File: config.mk
export PLATFORM = sky130hd
export DESIGN_NAME = fifo_rd_ctrl_flat
export DESIGN_NICKNAME = d
export VERILOG_FILES = /design/src/rtl/fifo_rd_ctrl_if.sv /design/src/rtl/fifo_rd_ctrl.sv /design/src/flat_wrapper.sv
export SDC_FILE = /design/constraint.sdc
export NUM_CORES = 1
export LEC_CHECK = 0
export CAP_MARGIN = 5
export CELL_PAD_IN_SITES_DETAIL_PLACEMENT = 1
export CELL_PAD_IN_SITES_GLOBAL_PLACEMENT = 2
export CORE_MARGIN = 2
export CORE_UTILIZATION = 30
export DETAILED_ROUTE_END_ITERATION = 8
export PLACE_DENSITY = 0.75
export SLEW_MARGIN = 30
export SYNTH_ARGS = -nofsm -noshare
export SYNTH_HDL_FRONTEND = slang
export SYNTH_SLANG_ARGS = --single-unit
File: constraint.sdc
create_clock -name RD_CLK -period 2.66 [get_ports RD_CLK]
set_input_delay 0.266 -clock RD_CLK [delete_from_list [all_inputs] [get_ports RD_CLK]]
set_output_delay 0.266 -clock RD_CLK [all_outputs]
set_load 0.02 [all_outputs]
File: src/rtl/fifo_rd_ctrl_if.sv
// fifo_rd_ctrl_if: read-side FIFO bundle (request, write pointer in, flags/pointer/address out).
interface fifo_rd_ctrl_if #(parameter int ADDR_WIDTH = 3);
  logic                  RD_inc;
  logic [ADDR_WIDTH:0]   WR_PTR_g;
  logic                  RD_empty;
  logic                  RD_almost_empty;
  logic [ADDR_WIDTH:0]   RD_level;
  logic                  RD_underflow;
  logic [ADDR_WIDTH:0]   RD_PTR_g;
  logic [ADDR_WIDTH-1:0] RD_addr;
  modport master (
    output RD_inc, WR_PTR_g,
    input  RD_empty, RD_almost_empty, RD_level, RD_underflow, RD_PTR_g, RD_addr
  );
  modport slave (
    input  RD_inc, WR_PTR_g,
    output RD_empty, RD_almost_empty, RD_level, RD_underflow, RD_PTR_g, RD_addr
  );
endinterface

File: src/rtl/fifo_rd_ctrl.sv
// fifo_rd_ctrl: async-FIFO read-side pointer, write-pointer synchroniser and registered flags.
module fifo_rd_ctrl #(
  parameter int ADDR_WIDTH  = 3,
  parameter int SYNC_STAGES = 2,
  parameter int AE_THRESH   = 1
) (
  input logic RD_CLK,
  input logic RD_RST,
  fifo_rd_ctrl_if.slave rd
);
  localparam int AW = ADDR_WIDTH;
  localparam logic [AW:0] ONE = (AW+1)'(1);
  localparam logic [AW:0] AE  = (AW+1)'(AE_THRESH);
  function automatic logic [AW:0] gray(input logic [AW:0] b);
    return (b >> 1) ^ b;
  endfunction
  logic [SYNC_STAGES-1:0][AW:0] sync_q, sync_d;
  logic [AW:0] rd_bin_q, rd_bin_d, ptr_g_q, ptr_g_d, level_q, level_d, wq, wq_bin;
  logic empty_q, empty_d, ae_q, ae_d, uf_q, uf_d;
  // Flags are computed from the post-read pointer so an accepted read shows up at its own edge.
  always_comb begin
    sync_d   = {sync_q[SYNC_STAGES-2:0], rd.WR_PTR_g};
    wq       = sync_q[SYNC_STAGES-1];
    wq_bin   = '0;
    for (int i = 0; i <= AW; i++) wq_bin[i] = ^(wq >> i);
    rd_bin_d = (rd.RD_inc && !empty_q) ? rd_bin_q + ONE : rd_bin_q;
    ptr_g_d  = gray(rd_bin_d);
    level_d  = wq_bin - rd_bin_d;
    empty_d  = ptr_g_d == wq;
    ae_d     = level_d <= AE;
    uf_d     = rd.RD_inc && empty_q;
  end
  always_ff @(posedge RD_CLK or posedge RD_RST) begin
    if (RD_RST) begin
      sync_q   <= '0;
      rd_bin_q <= '0;
      ptr_g_q  <= '0;
      level_q  <= '0;
      empty_q  <= 1'b1;
      ae_q     <= 1'b1;
      uf_q     <= 1'b0;
    end else begin
      sync_q   <= sync_d;
      rd_bin_q <= rd_bin_d;
      ptr_g_q  <= ptr_g_d;
      level_q  <= level_d;
      empty_q  <= empty_d;
      ae_q     <= ae_d;
      uf_q     <= uf_d;
    end
  end
  assign rd.RD_addr         = rd_bin_q[AW-1:0];
  assign rd.RD_PTR_g        = ptr_g_q;
  assign rd.RD_level        = level_q;
  assign rd.RD_empty        = empty_q;
  assign rd.RD_almost_empty = ae_q;
  assign rd.RD_underflow    = uf_q;
endmodule

File: src/flat_wrapper.sv
// flat-port wrapper written by rule: the top's interface ports become plain ports
module fifo_rd_ctrl_flat 
#(
  parameter int ADDR_WIDTH  = 3,
  parameter int SYNC_STAGES = 2,
  parameter int AE_THRESH   = 1
)
  (RD_CLK, RD_RST, rd_RD_inc, rd_WR_PTR_g, rd_RD_empty, rd_RD_almost_empty, rd_RD_level, rd_RD_underflow, rd_RD_PTR_g, rd_RD_addr);
  fifo_rd_ctrl_if #(.ADDR_WIDTH(ADDR_WIDTH)) rd_i ();
  input logic RD_CLK;
  input logic RD_RST;
  input wire logic [$bits(rd_i.RD_inc)-1:0] rd_RD_inc;
  input wire logic [$bits(rd_i.WR_PTR_g)-1:0] rd_WR_PTR_g;
  output wire logic [$bits(rd_i.RD_empty)-1:0] rd_RD_empty;
  output wire logic [$bits(rd_i.RD_almost_empty)-1:0] rd_RD_almost_empty;
  output wire logic [$bits(rd_i.RD_level)-1:0] rd_RD_level;
  output wire logic [$bits(rd_i.RD_underflow)-1:0] rd_RD_underflow;
  output wire logic [$bits(rd_i.RD_PTR_g)-1:0] rd_RD_PTR_g;
  output wire logic [$bits(rd_i.RD_addr)-1:0] rd_RD_addr;
  assign rd_i.RD_inc = rd_RD_inc;
  assign rd_i.WR_PTR_g = rd_WR_PTR_g;
  assign rd_RD_empty = rd_i.RD_empty;
  assign rd_RD_almost_empty = rd_i.RD_almost_empty;
  assign rd_RD_level = rd_i.RD_level;
  assign rd_RD_underflow = rd_i.RD_underflow;
  assign rd_RD_PTR_g = rd_i.RD_PTR_g;
  assign rd_RD_addr = rd_i.RD_addr;
  fifo_rd_ctrl #(.ADDR_WIDTH(ADDR_WIDTH), .SYNC_STAGES(SYNC_STAGES), .AE_THRESH(AE_THRESH)) u_core (.RD_CLK(RD_CLK), .RD_RST(RD_RST), .rd(rd_i));
endmodule
Yosys cells after proc, flatten, opt, wreduce, memory -nomap -nowiden. Index checks and enable logic that the tools add are counted.

Memory bits (writable): 0. Bits in registers: 23. Bits in latches: 0. Bits in read-only memories: 0. Memories: 0. Word-level logic and storage cells: 21.

Equality and inequality tests: 1. Muxes and demuxes: 1. Multipliers: 0. Div/mod/pow operators: 0. Magnitude comparators: 1. Bitwise gates (word level): 1. $add $sub $neg: 2. Reduce and logical (&&, ||, !) cells: 7. Shift operators: 0.

Operator list (count): XOR reduction 4 bit (4); adder 4 x 1 -> 4 bit, second input constant (1); == test 4 bit (1); <= comparator 4 x 1 -> 1 bit, second input constant (1); two-way mux 4 bit (1); subtractor 4 bit (1); XOR 3 x 4 -> 4 bit (1); logical AND 1 bit (2); logical NOT 1 bit (1).

Longest topological paths before layout. Gate-level depths: netlist of run 1.

Word-level depth: 5. Mapped depth: 9.

Worst setup path before layout of run 1. Ideal clock, no wire load.

Kind: flip-flop to flip-flop. Start: register u_core.rd_bin_q[1]. End: register u_core.level_q[3], in the netlist u_core.rd.RD_level[3]. Slack: 671 ps. Library setup time: 124 ps. Arrival time: 1865 ps. Cell stages (with the launch flop): 8. Clock period less this slack: 1989 ps. Required time: 2536 ps. Path buffers: 0. Cells stage by stage: dfrtp_1 ha_1 nand3b_1 xor2_2 ha_1 a31oi_1 a21boi_1 or2_1.

Longest elaborated chain between the ends: 3.

Ends and longest elaborated chain: from (decl) (RTL line fifo_rd_ctrl.sv:18) `logic [AW:0] rd_bin_q, rd_bin_d, ptr_g_q, ptr_g_d, level_q, level_d, wq, wq_bin;`; from (signal assigned) (RTL line fifo_rd_ctrl.sv:44) `rd_bin_q <= rd_bin_d;`; adder 4 x 1 -> 4 bit (RTL line fifo_rd_ctrl.sv:26) `rd_bin_d = (rd.RD_inc && !empty_q) ? rd_bin_q + ONE : rd_bin_q;`; two-way mux 4 bit (*) (RTL line fifo_rd_ctrl.sv:26); subtractor 4 bit (*) (RTL line fifo_rd_ctrl.sv:28) `level_d = wq_bin - rd_bin_d;`; net u_core.level_d[3] (RTL line fifo_rd_ctrl.sv:18); to (signal assigned) (RTL line fifo_rd_ctrl.sv:46) `level_q <= level_d;`; to (decl) (RTL line fifo_rd_ctrl.sv:18).

The timed path passes the listed nets; every way through them passes the cells marked *.

Final worst setup path of run 1.
Start: register u_core.sync_q (netlist bit u_core.wq[3]). End: register u_core.ae_q, in the netlist u_core.rd.RD_almost_empty.

Longest elaborated chain between the ends: 3. Elaborated cells on any way between the ends: 6. Classes of those cells: add/sub: 1; order compare: 1; reduce/logical: 4.

Ends and longest elaborated chain: from (decl) (RTL line fifo_rd_ctrl.sv:17) `logic [SYNC_STAGES-1:0][AW:0] sync_q, sync_d;`; from (signal assigned) (RTL line fifo_rd_ctrl.sv:43) `sync_q <= sync_d;`; XOR reduction 4 bit (RTL line fifo_rd_ctrl.sv:25) `for (int i = 0; i <= AW; i++) wq_bin[i] = ^(wq >> i);`; subtractor 4 bit (*) (RTL line fifo_rd_ctrl.sv:28); net u_core.level_d[2] (RTL line fifo_rd_ctrl.sv:18); <= comparator 4 x 1 -> 1 bit (*) (RTL line fifo_rd_ctrl.sv:30) `ae_d = level_d <= AE;`; net u_core.ae_d (RTL line fifo_rd_ctrl.sv:19) `logic empty_q, empty_d, ae_q, ae_d, uf_q, uf_d;`; to (signal assigned) (RTL line fifo_rd_ctrl.sv:40) `ae_q <= 1'b1;`; to (signal assigned) (RTL line fifo_rd_ctrl.sv:48) `ae_q <= ae_d;`; to (decl) (RTL line fifo_rd_ctrl.sv:19).

Marked as above.

==> impl_results.md, run 1 <==
- Slowest stage delay, CP: 450 ps
- Reg2reg end: u_core.rd.RD_almost_empty
- Outcome: finished, final reports clean
- Slew margin rel.: 45.7%
- Global route hottest layer: met2
- Sequential area share after synthesis: 57.7%
- Core area: 3050 sq um
- Routed vias: 533
- Finish-stage setup viols: 0
- Cell Area, Synth: 958 sq um
- Post-synth top area share: 52.2%
- RSZ-0062 raised after global routing: false
- Setup TNS: 0 ps
- Max rail drop VDD: 0.000479 V
- Worst Clk Skew: 4.73 ps
- CTS tree: done
- Power per cell area: 1370 nW/um^2
- Layout Cells excl Fill: 131
- N_diodes: 0
- # Max-Cap Violations: 0
- Post-Syn Area per Cell: 15.2 sq um
- CP Launch Type: register
- Pin count of the biggest net entering global routing: 23
- GRT Util Overall: 10.5%
- CP cell instances: xor2_2, xor2_2, xnor2_1, ha_1, inv_1, ha_1, a21oi_1, xnor2_1, nor4_2
- GP Congestion: 0.709
- Clock sink total: 22
- Syn nets: 74
- Fmax: 490 MHz
- Ports: 21
- Clock Root Buffer: clkbuf_4
- Final wirelength: 1560 um
- Htree depth: 1
- Initial Util: 31.4%
- Period utilization: 76.7%
- Mapped Cells: 63
- FF-to-FF Start: u_core.wq[3]
- Length in cells of the worst reg-to-reg path: 9
- Vias/cell: 4.07
- Worst min-delay path class: reg -> reg
- Internal power: 1.07 mW
- Yosys warns: 0
- Met2 usage: 16.9%
- Ranking of synthesized cells by area: dfrtp_1 (52%), xor2_1 (7.3%), dfstp_2 (5.5%)
- Post_cts resized: 0
- Leak pwr: 0.552 nW
- FF+latch count, synth: 22
- CTS clk-pin slew, worst paths: 120 ps
- Met3 usage: 3.20%
- CP Capture Type: register
- Vias in the first global route: 581
- DP HPWL: 1200 um
- Postcts setup bufs: 0
- Number of hold buffers added after cts: 0
- Share of cells above drive strength 1: 17.2%
- Seq pwr share: 30.1%
- WP data required: 2880 ps
- Fin area: 1270 sq um
- Maximum clock insertion buffer count: 2
- Synth area leader: dfrtp_1
- Count of cell types in the netlist: 23
- Worst-path fanout max: 5
- DP Cell Count: 127
- Final hold viol count: 0
- Final hold slack: 363 ps
- Net Switching: 0.660 mW
- Final net count: 99
- Comb power frac: 55.4%
- GR Overflow Total: 0
- Die width: 60.5 um
- R2R setup slack: 620 ps
- P&R area growth vs syn: 32.1%
- Final min period: 2040 ps
- Commonest non-fill, non-tap cells in the layout: clkdlybuf4s50_1 (20), dfrtp_1 (20), xor2_1 (8)
- WP data arrival: 2260 ps
- Kind of critical path: reg -> reg
- CTS buffer count: 3
- CP max stage cell: dfrtp_1
- 1st-iter DRT viols: 16
- Worst hold stages: 0
- Antenna-violating nets left: 0
- Row count: 20
- Clock group share of total power: 14.6%
- Die area: 3660 sq um
- Drt first pass iters: 4
- Met1 Usage GRT: 13.1%
- IO Port Bufs: 20
- First-pass GRT wire length: 2710 um
- Worst Hold End: u_core.wq[0]
- Hold_sp: u_core.sync_d[4]
- DR WL/cell: 11.9 um
- Slew Limit Fails: 0
- Worst-skew pair later-pin latency: 300 ps
- Switch share: 38.1%
- Placed instance area: 1210 sq um
- DRC: 0
- Chip Height: 60.5 um
- Initial antenna violation count: 0
- Worst Tran Pin Value: 814 ps
-- power by group through the flow --
stage	Sequential (mW)	Clock (mW)	Combinational, mW
floorplan	0.640	0	0.550
global placement	0.527	0	0.955
detailed placement	0.531	0	0.975
CTS	0.525	0.264	0.976
global route	0.535	0.275	1.06
finish	0.521	0.253	0.959
-- Yosys cell counts --
cell type  count
a21boi_1       1
a21oi_1        1
a31oi_1        1
and2_1         1
and3b_1        1
dfrtp_1       20
dfstp_2        2
ha_1           4
inv_1          6
mux2i_1        1
mux2i_4        1
nand2b_2       1
nand3_1        1
nand3b_1       1
nor2_4         1
nor4_2         2
o211ai_1       1
or2_1          1
xnor2_1        3
xnor3_1        1
xor2_1         8
xor2_2         3
xor3_4         1
-- sequential cells by signal, indices dropped and copies added, names as in the netlist --
| signal | count |
|---|---|
| u_core.rd.RD_PTR_g | 4 |
| u_core.rd.RD_almost_empty | 1 |
| u_core.rd.RD_empty | 1 |
| u_core.rd.RD_level | 4 |
| u_core.rd.RD_underflow | 1 |
| u_core.rd_bin_q | 3 |
| u_core.sync_d | 4 |
| u_core.wq | 4 |
-- worst max-delay path: cells and delay by family (launching register included) --
family	cells	cell delay, ps
compound gates	1	150
xor+xnor	4	820
fa+ha+maj	2	340
buf+inv	1	50
flops	1	450
simple gates	1	150
-- stage by stage --
stage          setup WS, ps  total power, mW  utilization [%]
6_report                620             1.73             41.5
5_1_grt                 381             1.87             41.5
4_1_cts                 567             1.77             41.5
3_5_place_dp            483             1.51             39.8
3_3_place_gp            512             1.48             39.8
2_1_floorplan           671             1.19                -
-- cell families (layout without fill, tap and decap cells) --
group | Yosys count | count (layout) | share of synthesized area [%]
flip-flops | 22 | 22 | 57.7
AO/OA/AOI/OAI | 4 | 4 | 2.74
buffers and inverters | 6 | 30 | 2.35
AND/OR/NAND/NOR | 9 | 9 | 8.23
XOR/XNOR | 16 | 16 | 20.4
adder cells (fa/ha/maj) | 4 | 4 | 5.22
multiplexers | 2 | 2 | 3.39
-- routing by layer --
metal  share of wire, %  routed length, um  up-vias
met5                  0                  0        -
met4                1.6                 25        0
met3                4.0                 63        2
met2                 47                740       13
met1                 47                735      266
li1                   -                  -      252
-- final cells by class --
class / count / area (sq um)
clock buffers: 3 / 22.5
clock inverters: 1 / 30.0
fillers: 332 / 1790
inverters: 6 / 22.5
multi-input cells: 35 / 383
flip-flops and latches: 22 / 553
well taps: 44 / 55.1
repair buffers: 20 / 200
-- worst max-delay path by stage --
stage	depth (start not counted)	from	end
after floorplan	7	u_core.rd_bin_q[1]	u_core.rd.RD_level[3]
after global placement	9	rd_RD_inc	u_core.rd.RD_level[3]
after detailed placement	9	rd_RD_inc	u_core.rd.RD_level[3]
after CTS	9	u_core.wq[3]	u_core.rd.RD_almost_empty
after global routing	9	u_core.wq[3]	u_core.rd.RD_almost_empty
final	9	u_core.wq[3]	u_core.rd.RD_almost_empty
Power figures use the tool's default switching activity.
==> run 2: changes to the inputs <==
Settings changed: PLACE_DENSITY 0.75 to 0.78.
Clock period 2.66 ns to 1.85 ns, I/O delays scaled along.
==> impl_results.md, run 2 (same netlist as run 1, synthesis figures left out) <==
- FF-to-FF Start: u_core.wq[3]
- Vias in the first global route: 728 (+25%)
- Ports: 21 (unchanged)
- RSZ-0062 raised after global routing: true
- Drt first pass iters: 2 (-2)
- Worst-skew pair later-pin latency: 310 ps (about the same)
- GP Congestion: 0.688 (-2.9%)
- Worst Tran Pin Value: 259 ps (-555 ps)
- Switch share: 37.7% (-0.43 points)
- Worst-path fanout max: 4 (-1)
- Slowest stage delay, CP: 430 ps (-20 ps)
- First-pass GRT wire length: 3330 um (+23%)
- Leak pwr: 0.661 nW (+20%)
- Max rail drop VDD: 0.000670 V (+40%)
- Area of the multi-input gates: 447 sq um (+17%)
- R2R setup slack: -80 ps (-700 ps)
- Commonest non-fill, non-tap cells in the layout: clkdlybuf4s50_1 (20), buf_4 (20), dfrtp_1 (18)
- Final wirelength: 1830 um (+17%)
- GR Overflow Total: 0 (unchanged)
- DP HPWL: 1330 um (+11%)
- Clock Root Buffer: clkbuf_4
- Die width: 60.5 um (unchanged)
- Clock group share of total power: 9.2% (-5.4 points)
- CP Launch Type: register
- Comb power frac: 64.8% (+9.4 points)
- Period utilization: 104% (+28 points)
- CP max stage cell: dfrtp_1
- Antenna-violating nets left: 0 (unchanged)
- Length in cells of the worst reg-to-reg path: 9 (unchanged)
- Final net count: 120 (+21%)
- Kind of critical path: reg -> reg
- Fmax: 518 MHz (+5.7%)
- Setup WS post-layout: -79.6 ps (-699 ps)
- Routed vias: 608 (+14%)
- Core area: 3050 sq um (unchanged)
- Initial Util: 31.4% (unchanged)
- DP Cell Count: 142 (+12%)
- WP data required: 2070 ps (-810 ps)
- Row count: 20 (unchanged)
- Finish-stage setup viols: 2 (+2)
- Final hold viol count: 0 (unchanged)
- CP most frequent cell: xor2_2
- 1st-iter DRT viols: 2 (-14)
- CTS buffer count: 3 (unchanged)
- GRT Util Overall: 12.6% (+2.1 points)
- P&R area growth vs syn: 54.2%
- CP Capture Type: register
- Crit path max-delay family: XOR/XNOR gates
- Slew margin rel.: 82.4% (+37 points)
- WP data arrival: 2150 ps (-110 ps)
- N_diodes: 0 (unchanged)
- Outcome: complete, but fails checks
- Worst Clk Skew: 6.75 ps (+2.01 ps)
- DR WL/cell: 12.1 um (+1.1%)
- Final min period: 1930 ps (-111 ps)
- Initial antenna violation count: 0 (unchanged)
- Worst min-delay path class: in -> async
- Htree depth: 1 (unchanged)
- Net Switching: 1.07 mW (+63%)
- CTS tree: done
- Reg2reg end: u_core.rd.RD_almost_empty
- # Max-Cap Violations: 0 (unchanged)
- Share of cells above drive strength 1: 43.5% (+26 points)
- Maximum clock insertion buffer count: 2 (unchanged)
- # fillers: 322 (-3.0%)
- Crit path buffers/inverters: 2 (+1)
- Chip Height: 60.5 um (unchanged)
- IO Port Bufs: 20 (unchanged)
- Clock sink total: 22 (unchanged)
- Number of hold buffers added after cts: 0 (unchanged)
- Failing checks: setup timing
- Power per cell area: 1930 nW/um^2 (+41%)
- Layout Cells excl Fill: 152 (+16%)
- DRC: 0 (unchanged)
- Seq pwr share: 26.0% (-4.1 points)
- Slew Limit Fails: 0 (unchanged)
- CP cell instances: xor2_2, xor2_2, buf_4, buf_6, xor2_2, ha_2, a21oi_4, xnor2_2, nor4_2
- Vias/cell: 4.00 (-1.7%)
- Die area: 3660 sq um (unchanged)
- Storage cell area: 556 sq um (+0.45%)
- Internal power: 1.78 mW (+66%)
- Pin count of the biggest net entering global routing: 23 (unchanged)
- CTS clk-pin slew, worst paths: 120 ps (about the same)
- Final hold slack: 194 ps (-169 ps)
-- run 2: cell count changes in the layout (fill, tap and decap cells not counted), sizes merged --
| cell | change |
|---|---|
| bufinv | -1 |
| buf | +21 |
| clkbuf | +1 |
-- run 2: worst max-delay path by stage --
| stage | start | end | slack, ps | depth (start not counted) |
|---|---|---|---|---|
| 6_report | u_core.wq[3] | u_core.rd.RD_almost_empty | -80 | 9 |
| 5_1_grt | u_core.wq[3] | u_core.rd.RD_almost_empty | -250 | 9 |
| 4_1_cts | u_core.wq[2] | u_core.rd.RD_almost_empty | -70 | 7 |
| 3_5_place_dp | rd_RD_inc | u_core.rd.RD_almost_empty | -270 | 7 |
| 3_3_place_gp | rd_RD_inc | u_core.rd.RD_level[3] | -180 | 7 |
| 2_1_floorplan | u_core.rd_bin_q[1] | u_core.rd.RD_level[3] | -30 | 7 |
-- run 2: worst min-delay path: stages --
cell             delay [ps]
clkdlybuf4s50_1         400
inv_1                    50
buf_4                   270
-- run 2: per-stage QoR --
step                      worst slack (ps)  TNS [ps]  utilization [%]  cell area [sq um]  power (mW)
after detailed placement              -268      -822             44.3               1350        2.46
after CTS                            -68.4      -118             47.3               1450        2.84
after global routing                  -247      -710             48.4               1480        3.09
final                                -79.6      -135             48.4               1480        2.85
after floorplan                      -31.9     -46.8                -                986        1.76
after global placement                -179      -478             44.3               1350        2.42
-- run 2: power groups by stage --
stage	clock (mW)	sequential, mW	combinational (mW)
after floorplan	0	0.940	0.822
after global placement	0	0.751	1.67
after detailed placement	0	0.755	1.70
after CTS	0.280	0.745	1.81
after global routing	0.307	0.762	2.03
final	0.262	0.742	1.85
-- run 2: cell type report --
| class | instances | area share (%) |
|---|---|---|
| multi-input combinational | 35 | 30.2 |
| inverter | 6 | 1.52 |
| clock buffer | 4 | 2.46 |
| tap | 44 | 3.73 |
| timing repair buffer | 41 | 24.5 |
| sequential | 22 | 37.6 |
-- run 2: metal layers --
metal  up-vias  part of all wire (%)  GRT usage [%]
met1       297                    41           14.4
met3         3                   4.4           2.13
met4         0                   1.7           6.52
met2        18                    53           22.5
met5         -                     0              0
li1        290                     -              -
-- run 2: repair_timing --
item,CTS,global route
setup endpoints to repair,3,5
gates cloned,0,0
setup buffers,5,1
resized for setup,4,5
pin swaps,4,5
==> run 3: changes to the inputs <==
Settings changed: CORE_ASPECT_RATIO set to 2, SKIP_CTS_REPAIR_TIMING set to 1.
==> impl_results.md, run 3 (same netlist as run 1, synthesis figures left out) <==
- Ports: 21 (unchanged)
- Clock Root Buffer: clkbuf_8
- DRC: 0 (unchanged)
- Htree depth: 1 (unchanged)
- Met3 usage: 2.60% (+0.47 points)
- # Max-Cap Violations: 0 (unchanged)
- GP Congestion: 0.790 (+15%)
- Clock sink total: 22 (unchanged)
- Kind of critical path: reg -> reg
- Slew Limit Fails: 0 (unchanged)
- 1st-iter DRT viols: 2 (unchanged)
- Layout Cells excl Fill: 137 (-9.9%)
- Initial Util: 30.7% (-0.68 points)
- CP cell instances: xor2_2, xor2_2, buf_4, xor2_1, ha_2, nor4_2
- CP Capture Type: register
- Antenna-violating nets left: 0 (unchanged)
- Reg2reg end: u_core.rd.RD_almost_empty
- Length in cells of the worst reg-to-reg path: 6 (-3)
- Slew margin rel.: 81.1% (-1.2 points)
- Commonest non-fill, non-tap cells in the layout: clkdlybuf4s50_1 (20), buf_4 (19), dfrtp_1 (18)
- R2R setup slack: -70 ps (about the same)
- Met1 Usage GRT: 13.0% (-1.4 points)
- DR WL/cell: 14.5 um (+20%)
- Global route hottest layer: met2
- Seq pwr share: 24.3% (-1.7 points)
- Core area: 3120 sq um (+2.2%)
- GR Overflow Total: 0 (unchanged)
- Crit path max-delay family: XOR/XNOR gates
- Fmax: 520 MHz (+0.29%)
- Final hold viol count: 0 (unchanged)
- Maximum clock insertion buffer count: 2 (unchanged)
- CP Launch Type: register
- Internal power: 1.97 mW (+11%)
- CTS buffer count: 3 (unchanged)
- Routed vias: 630 (+3.6%)
- Drt first pass iters: 3 (+1)
- N_diodes: 0 (unchanged)
- Chip Height: 83.9 um (+39%)
- First-pass GRT wire length: 3310 um (-0.60%)
- Die area: 3690 sq um (+0.75%)
- Worst min-delay path class: in -> async
- Worst-path fanout max: 4 (unchanged)
- Max rail drop VDD: 0.000891 V (+33%)
- Worst-skew pair later-pin latency: 260 ps (-50 ps)
- Final min period: 1920 ps (-5.56 ps)
- WP data required: 2030 ps (-40 ps)
- Share of cells above drive strength 1: 42.5% (-1.1 points)
- Row count: 29 (+45%)
- DP HPWL: 1500 um (+13%)
- Vias in the first global route: 695 (-4.5%)
- Worst Clk Skew: 3.25 ps (-3.50 ps)
- CTS tree: done
- CP most frequent cell: xor2_2
- P&R area growth vs syn: 53.5%
- WP data arrival: 2100 ps (-50 ps)
- Switch share: 36.1% (-1.6 points)
- Pin count of the biggest net entering global routing: 23 (unchanged)
- DP Cell Count: 128 (-9.9%)
- Failing checks: setup timing
- Power per cell area: 2090 nW/um^2 (+8.3%)
- CTS clk-pin slew, worst paths: 80 ps (-40 ps)
- Period utilization: 104% (-0.30 points)
- IO Port Bufs: 20 (unchanged)
- Met2 usage: 21.4% (-1.1 points)
- Outcome: complete, but fails checks
- Placement Setup Slack: -246 ps (+21.5 ps)
- Setup WS post-layout: -74.0 ps (+5.56 ps)
- Net Switching: 1.11 mW (+3.3%)
- Commonest non-fill, non-tap cell in the layout: clkdlybuf4s50_1
- FF-to-FF Start: u_core.wq[2]
- Final net count: 118 (-1.7%)
- Final wirelength: 1990 um (+8.5%)
- CP max stage cell: dfrtp_1
- Initial antenna violation count: 0 (unchanged)
- Vias/cell: 4.60 (+15%)
- Die width: 44.0 um (-27%)
- Slowest stage delay, CP: 420 ps (about the same)
- RSZ-0062 raised after global routing: true
- Crit path buffers/inverters: 1 (-1)
- Leak pwr: 0.654 nW (-0.95%)
- Comb power frac: 61.2% (-3.6 points)
- Finish-stage setup viols: 3 (+1)
- GRT Util Overall: 12.3% (-0.26 points)
- Clock group share of total power: 14.5% (+5.3 points)
- Worst Tran Pin Value: 283 ps (+23.8 ps)
run 3: worst register-to-register path, stage by stage, from the launching register on:
cell and delay (ps):
dfrtp_1 420, xor2_2 250, xor2_2 220, buf_4 180
xor2_1 170, ha_2 310, nor4_2 290
run 3: stage by stage:
stage               area [sq um]  power [mW]  setup TNS [ps]  hold WS [ps]  utilization (%)
floorplan                    986        1.76           -46.8           173                -
finish                      1470        3.07            -211           259             47.2
global route                1470        3.27            -603           307             47.2
detailed placement          1330        2.47            -750           340             42.6
CTS                         1400        2.94            -287           265             44.9
global placement            1330        2.43            -425           333             42.6
run 3: final cells by class:
class                   count  area (sq um)
clock inverters             1          30.0
repair buffers             39           343
flip-flops and latches     22           556
clock buffers               3          41.3
inverters                   6          22.5
multi-input cells          35           440
well taps                  31          38.8
fillers                   335          1650
run 3: layer usage:
| layer | share of wire, % | up-vias | routed length (um) |
|---|---|---|---|
| li1 | - | 287 | - |
| met4 | 2.4 | 0 | 48 |
| met5 | 0 | - | 0 |
| met1 | 32 | 322 | 639 |
| met2 | 62 | 16 | 1240 |
| met3 | 3.2 | 5 | 64 |
run 3: worst max-delay path by stage:
stage               depth (start not counted)                        end               start  slack (ps)
floorplan                                   7      u_core.rd.RD_level[3]  u_core.rd_bin_q[1]         -30
global placement                            9      u_core.rd.RD_level[3]           rd_RD_inc        -140
detailed placement                          7  u_core.rd.RD_almost_empty           rd_RD_inc        -250
CTS                                         9  u_core.rd.RD_almost_empty        u_core.wq[3]        -130
global route                                9  u_core.rd.RD_almost_empty        u_core.wq[2]        -200
finish                                      6  u_core.rd.RD_almost_empty        u_core.wq[2]         -70
run 3: power groups by stage:
stage	registers, mW	logic (mW)	clock network (mW)
finish	0.747	1.88	0.446
global route	0.769	2.02	0.481
CTS	0.752	1.73	0.464
detailed placement	0.757	1.71	0
global placement	0.755	1.67	0
floorplan	0.940	0.822	0
